--- config.mk ---
export PLATFORM = sky130hd
export DESIGN_NAME = counter_load_deser_flat
export DESIGN_NICKNAME = d
export VERILOG_FILES = /design/src/rtl/counter_load_deser_if.sv /design/src/rtl/counter_load_deser.sv /design/src/flat_wrapper.sv
export SDC_FILE = /design/constraint.sdc
export NUM_CORES = 1
export LEC_CHECK = 0
export CORE_ASPECT_RATIO = 1.75
export CORE_MARGIN = 3
export CORE_UTILIZATION = 30
export CTS_CLUSTER_SIZE = 30
export DETAILED_ROUTE_END_ITERATION = 6
export SLEW_MARGIN = 15
export SYNTH_ARGS = -nofsm -noshare
export SYNTH_HDL_FRONTEND = slang
export SYNTH_SLANG_ARGS = --single-unit
--- constraint.sdc ---
create_clock -name clk -period 1.4 [get_ports clk]
set_input_delay 0.14 -clock clk [delete_from_list [all_inputs] [get_ports clk]]
set_output_delay 0.14 -clock clk [all_outputs]
set_load 0.005 [all_outputs]
--- src/rtl/counter_load_deser_if.sv ---
// Serial load bus between the serial source and the counter load front end.
// The master drives the serial bit stream and receives the load bus and status.
// The slave (counter_load_deser) receives the serial stream and drives the load bus.
interface counter_load_deser_if #(
  parameter int DATA_W = 8
);

  logic              sin_start;
  logic              sin_valid;
  logic              sin_bit;
  logic [DATA_W-1:0] wdata;
  logic              wr;
  logic              busy;
  logic              frame_err;
  logic [7:0]        frame_cnt;

  modport master (
    output sin_start, sin_valid, sin_bit,
    input  wdata, wr, busy, frame_err, frame_cnt
  );

  modport slave (
    input  sin_start, sin_valid, sin_bit,
    output wdata, wr, busy, frame_err, frame_cnt
  );

endinterface

--- src/rtl/counter_load_deser.sv ---
// Serial-to-parallel load front end for the 8-bit loadable counter.
// Collects one MSB-first serial frame per load, then drives the counter's
// load bus (wdata) together with a single-cycle write strobe (wr).
// Aborted frames (restart or inter-bit timeout) pulse frame_err; committed
// loads are counted in frame_cnt.
// Optional feature macro: PARITY_CHECK_EN -- appends one even-parity bit to
// every frame and rejects frames whose parity does not check.
module counter_load_deser #(
  parameter int DATA_W  = 8,
  parameter int TIMEOUT = 16
) (
  input logic                 clk,
  input logic                 reset,
  counter_load_deser_if.slave bus
);

`ifdef PARITY_CHECK_EN
  localparam int FRAME_LEN = DATA_W + 1;
`else
  localparam int FRAME_LEN = DATA_W;
`endif
  localparam int CNT_W = $clog2(DATA_W + 2);
  localparam int TMR_W = $clog2(TIMEOUT + 1);

  localparam logic [CNT_W-1:0] LAST_BIT  = CNT_W'(FRAME_LEN - 1);
  localparam logic [TMR_W-1:0] TMR_LIMIT = TMR_W'(TIMEOUT - 1);

  typedef enum logic [1:0] {
    IDLE,
    SHIFT,
    COMMIT
  } state_e;

  state_e            state_q,     state_d;
  logic [DATA_W-1:0] shreg_q,     shreg_d;
  logic [CNT_W-1:0]  bit_cnt_q,   bit_cnt_d;
  logic [TMR_W-1:0]  idle_tmr_q,  idle_tmr_d;
  logic [DATA_W-1:0] wdata_q,     wdata_d;
  logic              wr_q,        wr_d;
  logic              frame_err_q, frame_err_d;
  logic [7:0]        frame_cnt_q, frame_cnt_d;

  logic [DATA_W-1:0] shreg_shifted;
  assign shreg_shifted = {shreg_q[DATA_W-2:0], bus.sin_bit};

  // Next-state and registered-output logic for the frame collector FSM.
  always_comb begin
    // NOTE: every variable gets a default before any branch so no path can
    // leave it unassigned and infer a latch.
    state_d     = state_q;
    shreg_d     = shreg_q;
    bit_cnt_d   = bit_cnt_q;
    idle_tmr_d  = idle_tmr_q;
    wdata_d     = wdata_q;
    wr_d        = 1'b0;
    frame_err_d = 1'b0;
    frame_cnt_d = frame_cnt_q;

    unique case (state_q)
      IDLE: begin
        // sin_valid alone is ignored; the start cycle never carries a data bit.
        if (bus.sin_start) begin
          state_d    = SHIFT;
          bit_cnt_d  = '0;
          idle_tmr_d = '0;
        end
      end

      SHIFT: begin
        if (bus.sin_start) begin
          // A restart wins over any bit in the same cycle, including the last.
          frame_err_d = 1'b1;
          bit_cnt_d   = '0;
          idle_tmr_d  = '0;
        end else if (bus.sin_valid) begin
          idle_tmr_d = '0;
          bit_cnt_d  = bit_cnt_q + 1'b1;
`ifdef PARITY_CHECK_EN
          if (bit_cnt_q == LAST_BIT) begin
            // Trailing bit is parity: it is checked against the data, never stored.
            if (^{shreg_q, bus.sin_bit}) begin
              frame_err_d = 1'b1;
              state_d     = IDLE;
            end else begin
              state_d = COMMIT;
            end
          end else begin
            shreg_d = shreg_shifted;
          end
`else
          shreg_d = shreg_shifted;
          if (bit_cnt_q == LAST_BIT) begin
            state_d = COMMIT;
          end
`endif
        end else if (idle_tmr_q == TMR_LIMIT) begin
          // This idle cycle brings the gap to TIMEOUT: abandon the frame.
          frame_err_d = 1'b1;
          idle_tmr_d  = '0;
          state_d     = IDLE;
        end else begin
          idle_tmr_d = idle_tmr_q + 1'b1;
        end
      end

      COMMIT: begin
        // Single cycle; serial inputs are ignored while the load is issued.
        wr_d        = 1'b1;
        wdata_d     = shreg_q;
        frame_cnt_d = frame_cnt_q + 8'd1;
        state_d     = IDLE;
      end

      default: state_d = IDLE;
    endcase
  end

  // State and output registers; reset discards any partial frame silently.
  always_ff @(posedge clk or posedge reset) begin
    if (reset) begin
      state_q     <= IDLE;
      shreg_q     <= '0;
      bit_cnt_q   <= '0;
      idle_tmr_q  <= '0;
      wdata_q     <= '0;
      wr_q        <= 1'b0;
      frame_err_q <= 1'b0;
      frame_cnt_q <= 8'd0;
    end else begin
      // NOTE: non-blocking assignments so every register samples the values
      // from before this edge, independent of statement order.
      state_q     <= state_d;
      shreg_q     <= shreg_d;
      bit_cnt_q   <= bit_cnt_d;
      idle_tmr_q  <= idle_tmr_d;
      wdata_q     <= wdata_d;
      wr_q        <= wr_d;
      frame_err_q <= frame_err_d;
      frame_cnt_q <= frame_cnt_d;
    end
  end

  assign bus.wdata     = wdata_q;
  assign bus.wr        = wr_q;
  assign bus.busy      = (state_q == SHIFT);
  assign bus.frame_err = frame_err_q;
  assign bus.frame_cnt = frame_cnt_q;

endmodule

--- src/flat_wrapper.sv ---
// flat-port wrapper written by rule: the top's interface ports become plain ports
module counter_load_deser_flat 
#(
  parameter int DATA_W  = 8,
  parameter int TIMEOUT = 16
)
  (clk, reset, bus_sin_start, bus_sin_valid, bus_sin_bit, bus_wdata, bus_wr, bus_busy, bus_frame_err, bus_frame_cnt);
  counter_load_deser_if #(.DATA_W(DATA_W)) bus_i ();
  input logic clk;
  input logic reset;
  input wire logic [$bits(bus_i.sin_start)-1:0] bus_sin_start;
  input wire logic [$bits(bus_i.sin_valid)-1:0] bus_sin_valid;
  input wire logic [$bits(bus_i.sin_bit)-1:0] bus_sin_bit;
  output wire logic [$bits(bus_i.wdata)-1:0] bus_wdata;
  output wire logic [$bits(bus_i.wr)-1:0] bus_wr;
  output wire logic [$bits(bus_i.busy)-1:0] bus_busy;
  output wire logic [$bits(bus_i.frame_err)-1:0] bus_frame_err;
  output wire logic [$bits(bus_i.frame_cnt)-1:0] bus_frame_cnt;
  assign bus_i.sin_start = bus_sin_start;
  assign bus_i.sin_valid = bus_sin_valid;
  assign bus_i.sin_bit = bus_sin_bit;
  assign bus_wdata = bus_i.wdata;
  assign bus_wr = bus_i.wr;
  assign bus_busy = bus_i.busy;
  assign bus_frame_err = bus_i.frame_err;
  assign bus_frame_cnt = bus_i.frame_cnt;
  counter_load_deser #(.DATA_W(DATA_W), .TIMEOUT(TIMEOUT)) u_core (.clk(clk), .reset(reset), .bus(bus_i));
endmodule
## Word level (Yosys, flattened, before mapping)

Index checks and enable logic that the tools add are counted.

| operators by class | value |
|---|---|
| $add $sub $neg | 3 |
| bitwise logic cells | 1 |
| reduce and logical (&&, ||, !) cells | 6 |
| mux-type cells | 20 |
| eq/ne operators | 9 |

Operators by type and width:

| operator | count |
|---|---|
| two-way mux 5 bit | 4 |
| two-way mux 4 bit | 3 |
| two-way mux 2 bit | 5 |
| one-hot mux 5 bit (2 select lines) | 1 |
| adder 8 x 1 -> 8 bit (second input constant) | 1 |
| one-hot mux 4 bit (2 select lines) | 1 |
| inequality test 3 x 2 -> 1 bit (second input constant) | 2 |
| AND reduction 3 bit | 2 |
| adder 5 x 1 -> 5 bit (second input constant) | 1 |
| equality test 5 x 4 -> 1 bit (second input constant) | 1 |
| two-way mux 1 bit | 5 |
| adder 4 x 1 -> 4 bit (second input constant) | 1 |
| equality test 4 x 3 -> 1 bit (second input constant) | 1 |
| inequality test 2 bit (second input constant) | 2 |
| one-hot mux 2 bit (2 select lines) | 1 |
| AND reduction 4 bit | 1 |
| inequality test 3 bit (second input constant) | 1 |
| equality test 2 x 1 -> 1 bit (second input constant) | 1 |
| equality test 2 bit (second input constant) | 1 |
| zero test 2 bit | 1 |
| AND reduction 2 bit | 1 |
| nonzero test 2 bit | 1 |
| NOT 1 bit | 1 |

| word-level totals | value |
|---|---|
| output and inout bits | 19 |
| word-level logic and storage cells | 47 |
| bits of input ports | 5 |
| register bits | 37 |

## Logic depth before layout (Yosys ltp)

Gate-level depths: netlist (run 1).

| depth | value |
|---|---|
| depth in word-level cells | 5 |
| depth in mapped cells | 6 |
| gate-level depth less buffers | 4 |

## Least setup slack after synthesis (run 1)

OpenSTA, ideal clock, no wires.

| timing | value |
|---|---|
| kind | register -> register |
| from | reg u_core.state_q[1] |
| to | reg u_core.bit_cnt_q[3] |
| setup slack | 168 ps |
| arrival time | 1163 ps |
| period minus slack after synthesis | 1232 ps |
| data required time | 1331 ps |
| path buffers | 0 |
| cell stages (with the launch flop) | 4 |
| setup time | 69 ps |
| cells stage by stage | dfrtp_1 or2_0 or4_1 nand3_1 |

| on the way | value |
|---|---|
| longest elaborated chain between the ends | 3 |
| elaborated cells on any way between the ends | 7 |
| those cells by class | eq/ne (3); mux (1); reduce/logical (3) |

Ends and longest elaborated chain:

| what | RTL line | source |
|---|---|---|
| start, declared | counter_load_deser.sv:34 | `state_e state_q, state_d;` |
| start signal, assigned | counter_load_deser.sv:132 | `state_q <= state_d;` |
| equality test 2 x 1 -> 1 bit / zero test 2 bit (equally long branches) | counter_load_deser.sv:59 | `unique case (state_q)` |
| inequality test 3 bit (no source line) (tied with other cells) | -- |  |
| AND reduction 3 bit (no source line) | -- |  |
| end signal, assigned | counter_load_deser.sv:134 | `bit_cnt_q <= bit_cnt_d;` |
| end, declared | counter_load_deser.sv:36 | `logic [CNT_W-1:0] bit_cnt_q, bit_cnt_d;` |

Several ways; a longest one is shown, not always the timed one.
A chain may end at the register's enable or synchronous reset.

## Worst setup path after layout (run 1)

| timing | value |
|---|---|
| from | reg u_core.frame_cnt_q[5] (netlist: u_core.bus.frame_cnt[5]) |
| to | out bus_frame_cnt[5] |

RTL lines:

| what | RTL line | source |
|---|---|---|
| start, declared | counter_load_deser.sv:41 | `logic [7:0] frame_cnt_q, frame_cnt_d;` |
| start signal, assigned | counter_load_deser.sv:139 | `frame_cnt_q <= frame_cnt_d;` |
| end, declared | flat_wrapper.sv:18 | `output wire logic [$bits(bus_i.frame_cnt)-1:0] bus_frame_cnt;` |

No word-level cell between the ends.

==> reports/metrics.cfg, run 1 <==
[synthesis]
yosysWarnings=0
synth-seq-cells=37
ys_seq_area_share_pct=57.5
syn_inst=154
synth.area.top_cells=dfrtp_1, nand2_1, mux2_2
avgSynthCellArea_um2=10.5
synth.distinct_cells=34
yosysTopAreaCellShare_pct=57.5
synthesis.nets=162
synthesis.area_um2=1610
yosysTopAreaCell=dfrtp_1

[clock_tree]
clockBufferDepth=2
cts-buffers-inserted=5
cts_tree=built
cts.sink_count=37
worstSkewPairLatency_ns=0.28
clk_pin_slew_ns=0.07
hold_buffers=0
clock-root-buffer=clkbuf_8
cts_htree_levels=2

[sta]
clock_skew_ns=0.00619
finalCritPeriodShare_pct=97.1
clock.fmax_ghz=0.736
relSlewSlack_pct=80.2
grt_setup_unrepaired=false
hold_viol=0
finalMaxSlewViolations=0
setup_tns_ns=0
final.min_clock_period_ns=1.36
final-setup-viol-count=0
worst_slew_pin_slew_ns=0.296

[critical_path]
cp_max_fo=4
reg2regPathDepth=4
cp.depth=1
crit_chain=clkdlybuf4s50_1
critical-path-top-delay-family=buffers and inverters
critPathKind=reg -> out
start_kind=register
cp.arrival_ns=1.22
critPathMaxStageDelay_ns=0.52
setup.worst_path.end_class=output pin
cp.buffers_inverters=1
required_ns=1.26
cp_slowest_cell=clkdlybuf4s50_1

[final_layout]
postLayoutCellArea_um2=2180
num_antenna_cells=0
fin_cells=253
seqCellArea_um2=928
multi_input_area_um2=657
nNetsFinal=206
utilization_pct=43.1
layout-drive-gt1-share_pct=23.1
fill_cells=485
area_growth_pct=35.5

[power_and_ir_drop]
switchingPower_w=0.000557
design_power_total_w=0.00247
ir_drop_mv=0.451
power_density_nw_per_um2=1130
p_sw_share_pct=22.6
leakage_nw=1.06
p_int_w=0.00191
p_seq_share_pct=51.4
p_clk_share_pct=38.7
combPwrFrac_pct=9.9

[detailed_routing]
vias_per_cell=4.94
drtAntennaViolNets=0
wl_per_cell_um=13.0
first_pass_iters=4
drt-initial-drc-count=41
post-route-drc-count=0
vias=1249
totalWireLength_um=3280

[grt]
track_usage_pct=11.5
grt_antenna_before_repair=0
grt_pass1_wl_um=5450
grt_pass1_vias=1187
grt_max_degree=38
grt_remaining_overflow=0

[die]
rows=34
ioPinCount=24
die_width_um=61.4
core_um2=5060
initial_core_util_pct=31.8
die_area_um2=6320
die_h_um=103

[place]
dp_hpwl_um=2360
place_inst=240
gp_congestion=0.813
dpl-instance-area_um2=2000
io_buffers=23

[hold_path]
hold_path_class=in -> async

[run_status]
status=finished, final reports clean

[run]
cap_violations=0

[power groups by stage]
stage | combinational, W | clock [W] | sequential [W]
after floorplan | 0.000166 | 0 | 0.00126
after global placement | 0.000241 | 0 | 0.00129
after detailed placement | 0.000244 | 0 | 0.00129
after CTS | 0.000248 | 0.000984 | 0.00127
after global routing | 0.000269 | 0.00102 | 0.00129
final | 0.000244 | 0.000954 | 0.00127
[cells in the final DEF (no fill, tap or decap), drive strengths merged, types with 2 or more instances in the layout]
| cell type | instances |
|---|---|
| o21ai | 10 |
| buf | 20 |
| a21oi | 5 |
| nand2 | 37 |
| clkdlybuf4s50 | 21 |
| nor2 | 5 |
| xnor2 | 4 |
| mux2 | 8 |
| xor2 | 2 |
| clkbuf | 7 |
| nand2b | 2 |
| dfrtp | 37 |
| ha | 3 |
| nand4 | 4 |
| nand3 | 7 |
| inv | 4 |
| nor3 | 2 |
| o21bai | 2 |
[logic make-up (layout without fill, tap and decap cells)]
kind of cell	count (synthesis)	count (layout)	share of synthesized area (%)
AOI/OAI and AO/OA	24	24	9.09
xor gates and xnor gates	6	6	3.26
adders and majority gates	3	3	2.33
buffers and inverters	10	55	2.72
DFF	37	37	57.5
muxes	9	9	6.22
and+or+nand+nor	65	65	18.9
[worst paths after layout]
path	start	endpoint	slack [ns]
max	u_core.bus.frame_cnt[5]	bus_frame_cnt[5]	0.04
min	reset	u_core.bit_cnt_q[1]	0.19
max reg2reg	u_core.state_q[1]	u_core.shreg_q[6]	0.07
min reg2reg	u_core.bus.frame_cnt[7]	u_core.bus.frame_cnt[7]	0.46
max in group asynchronous	reset	u_core.bus.frame_cnt[4]	1.00
min in group clk	u_core.bus.frame_cnt[7]	u_core.bus.frame_cnt[7]	0.46
[synthesized netlist by cell type]
cell      number
dfrtp_1       37
nand2_1       37
o21ai_0       10
mux2_2         8
nand3_1        6
a21oi_1        5
buf_2          5
nor2_1         5
inv_1          4
nand4_1        4
xnor2_1        4
ha_1           3
nand2b_1       2
nor3_1         2
o21bai_1       2
xor2_1         2
a31o_2         1
a31oi_1        1
a32oi_1        1
and3_1         1
and4b_1        1
clkbuf_1       1
mux2i_1        1
nand3_2        1
nand3b_1       1
nor2b_1        1
nor4b_1        1
o211ai_1       1
o21a_1         1
o31a_1         1
o41ai_1        1
or2_0          1
or3_1          1
or4_1          1
[metal layers]
metal | track usage [%] | share of wire [%] | vias up
met1 | 13.2 | 42 | 597
li1 | - | - | 621
met4 | 4.90 | 1.6 | 0
met2 | 19.9 | 54 | 27
met5 | 0 | 0 | -
met3 | 2.63 | 3.2 | 4
[final cells by class]
cell class	count	area share, %
tap	54	3.10
clock buffer	6	3.78
multi-input combinational	107	30.1
inverter	4	0.688
sequential	37	42.5
clock inverter	2	1.72
timing repair buffer	43	18.1
[registers in the layout, summed over array words and instances, names as in the netlist]
register and flops:
u_core.bus.frame_cnt 8, u_core.bus.frame_err 1, u_core.idle_tmr_q 5, u_core.bus.wdata 8
u_core.bus.wr 1, u_core.shreg_q 8, u_core.bit_cnt_q 4, u_core.state_q 2
[tightest hold or removal path, cell delays in order]
cell	delay (ns)
clkdlybuf4s50_1	0.39
inv_1	0.09
buf_12	0.22
[per-stage QoR]
stage          hold slack (ns)  setup slack (ns)
3_5_place_dp             0.456            -0.115
3_3_place_gp             0.455            -0.109
2_1_floorplan            0.292             0.168
4_1_cts                  0.200          -0.00199
5_1_grt                  0.228          0.000273
6_report                 0.193            0.0410
[repair_timing]
action                     in CTS  in global routing
resized for setup               3                 10
setup buffers                   2                  3
setup endpoints to repair       2                 16
pin swaps                       1                  2
(Power assumes the default switching activity.)
==> run 2, diff against run 1 <==
--- a/config.mk
+++ b/config.mk
@@ -5,7 +5,6 @@
 export SDC_FILE = /design/constraint.sdc
 export NUM_CORES = 1
 export LEC_CHECK = 0
-export CORE_ASPECT_RATIO = 1.75
 export CORE_MARGIN = 3
 export CORE_UTILIZATION = 30
 export CTS_CLUSTER_SIZE = 30
==> run 2 against run 1 <==
Against the previous run: worst setup slack got worse by 0.011 ns; first-iteration DRC count rose by 83%; register-to-register slack got worse by 0.04 ns; sequential share of layout area rose by 0.11 points; combinational power fell by 2%; clock power fell by 23%; critical path type is now reg -> reg; largest cell class unchanged; largest power group unchanged; highest routed layer unchanged.
==> reports/metrics.cfg, run 2 (synthesis gave the netlist of run 1 again) <==
[run]
cap_violations=0

[place]
pre_cts_slack_ns=-0.105
io_buffers=23
gp_congestion=0.778
dpl-instance-area_um2=2020
dp_hpwl_um=2230

[clock_tree]
worstSkewPairLatency_ns=0.28
cts.sink_count=37
clock-root-buffer=clkbuf_8
clockBufferDepth=2
cts_tree=built
cts_htree_levels=2
cts-buffers-inserted=5
hold_buffers=0
clk_pin_slew_ns=0.07

[final_layout]
mostFrequentLayoutCells=nand2_1, dfrtp_1, clkdlybuf4s50_1
nNetsFinal=206
postLayoutCellArea_um2=2180
area_growth_pct=35.4
layout-drive-gt1-share_pct=22.2
fill_cells=546
final_common_cell=nand2_1
multi_input_area_um2=663
seqCellArea_um2=930
utilization_pct=42.4
num_antenna_cells=0

[critical_path]
crit_chain=buf_6 -> or2_0 -> nor2_2 -> mux2_2
start_kind=register
r2r_slack_ns=0.03
cp_max_fo=5
timing.rr.end=u_core.shreg_q[0]
critPathKind=reg -> reg
cp.buffers_inverters=1
reg2regPathDepth=4
required_ns=1.55
cp_slowest_cell=dfrtp_2
critical-path-top-delay-family=flip-flops
critPathMaxStageDelay_ns=0.43
r2r-start=u_core.state_q[1]
setup.worst_path.end_class=register
cp.arrival_ns=1.52

[grt]
grt_pass1_vias=1202
grt_pass1_wl_um=5630
grt_remaining_overflow=0
track_usage_pct=11.3
grt_antenna_before_repair=0
grt_max_degree=38

[detailed_routing]
wirelength_met1_um=1460
dr_wl_met3_um=65
drtAntennaViolNets=0
dr.max_layer_used=met4
post-route-drc-count=0
vias=1217
met2_wirelength_um=1700
drt-initial-drc-count=75
first_pass_iters=4
wl_per_cell_um=12.2
totalWireLength_um=3260
vias_per_cell=4.54

[sta]
clock.fmax_ghz=0.730
clock_skew_ns=0.0105
finalCritPeriodShare_pct=97.8
relSlewSlack_pct=80.0
final-setup-viol-count=0
worst_slew_pin_slew_ns=0.300
hold_viol=0
final.min_clock_period_ns=1.37
finalWorstSetupSlack_ns=0.0302
finalMaxSlewViolations=0
setup_tns_ns=0

[die]
die_area_um2=6280
core_um2=5140
die_width_um=79.3
ioPinCount=24
die_h_um=79.3
rows=26
initial_core_util_pct=31.3

[power_and_ir_drop]
ir_drop_mv=0.549
leakage_nw=1.05
design_power_total_w=0.00224
power_density_nw_per_um2=1030

[hold_path]
hold_path_class=in -> async

[run_status]
status=finished, final reports clean

==> run 2: area by class of cell <==
| class | instances | share of cell area, % |
|---|---|---|
| Tap cell | 70 | 4.02 |
| Timing Repair Buffer | 43 | 18.3 |
| Multi-Input combinational cell | 107 | 30.4 |
| Inverter | 4 | 0.689 |
| Clock buffer | 7 | 3.96 |
| Sequential cell | 37 | 42.7 |
==> run 2: worst max-delay path by stage <==
stage / slack [ns] / depth (start not counted) / end / startpoint
finish: 0.03 / 4 / u_core.shreg_q[0] / u_core.state_q[1]
global route: -0.004 / 4 / u_core.shreg_q[0] / u_core.state_q[1]
CTS: -0.01 / 4 / u_core.shreg_q[0] / u_core.state_q[1]
detailed placement: -0.11 / 4 / u_core.shreg_q[0] / bus_sin_start
global placement: -0.12 / 4 / u_core.bit_cnt_q[3] / bus_sin_start
floorplan: 0.17 / 3 / u_core.bit_cnt_q[3] / u_core.state_q[1]
==> run 2: repair_timing <==
item / 4_1_cts / 5_1_grt
pin swaps: 1 / 3
gates resized for setup: 3 / 8
setup endpoints to repair: 2 / 15
setup buffers: 2 / 4
==> run 2: where the power goes <==
group          internal [W]  switching, W  leakage [nW]
clock network      0.000391      0.000344        0.0443
registers           0.00118     0.0000829         0.491
logic              0.000145     0.0000948         0.517
total               0.00172      0.000522          1.05
==> run 2: layer usage <==
layer | global-route usage (%) | up-vias
li1 | - | 614
met1 | 14.9 | 590
met2 | 18.9 | 11
met3 | 2.04 | 2
met4 | 3.61 | 0
met5 | 0 | -
==> run 2: worst reg2reg max path, stage by stage, from the launching register on <==
cell and delay [ns]:
dfrtp_2 0.43, buf_6 0.14, or2_0 0.23, nor2_2 0.13, mux2_2 0.34
==> run 2: through the flow <==
stage	hold slack [ns]	instances
after floorplan	0.292	154
after global placement	0.451	255
after detailed placement	0.454	255
after CTS	0.229	264
after global routing	0.257	268
final	0.215	268
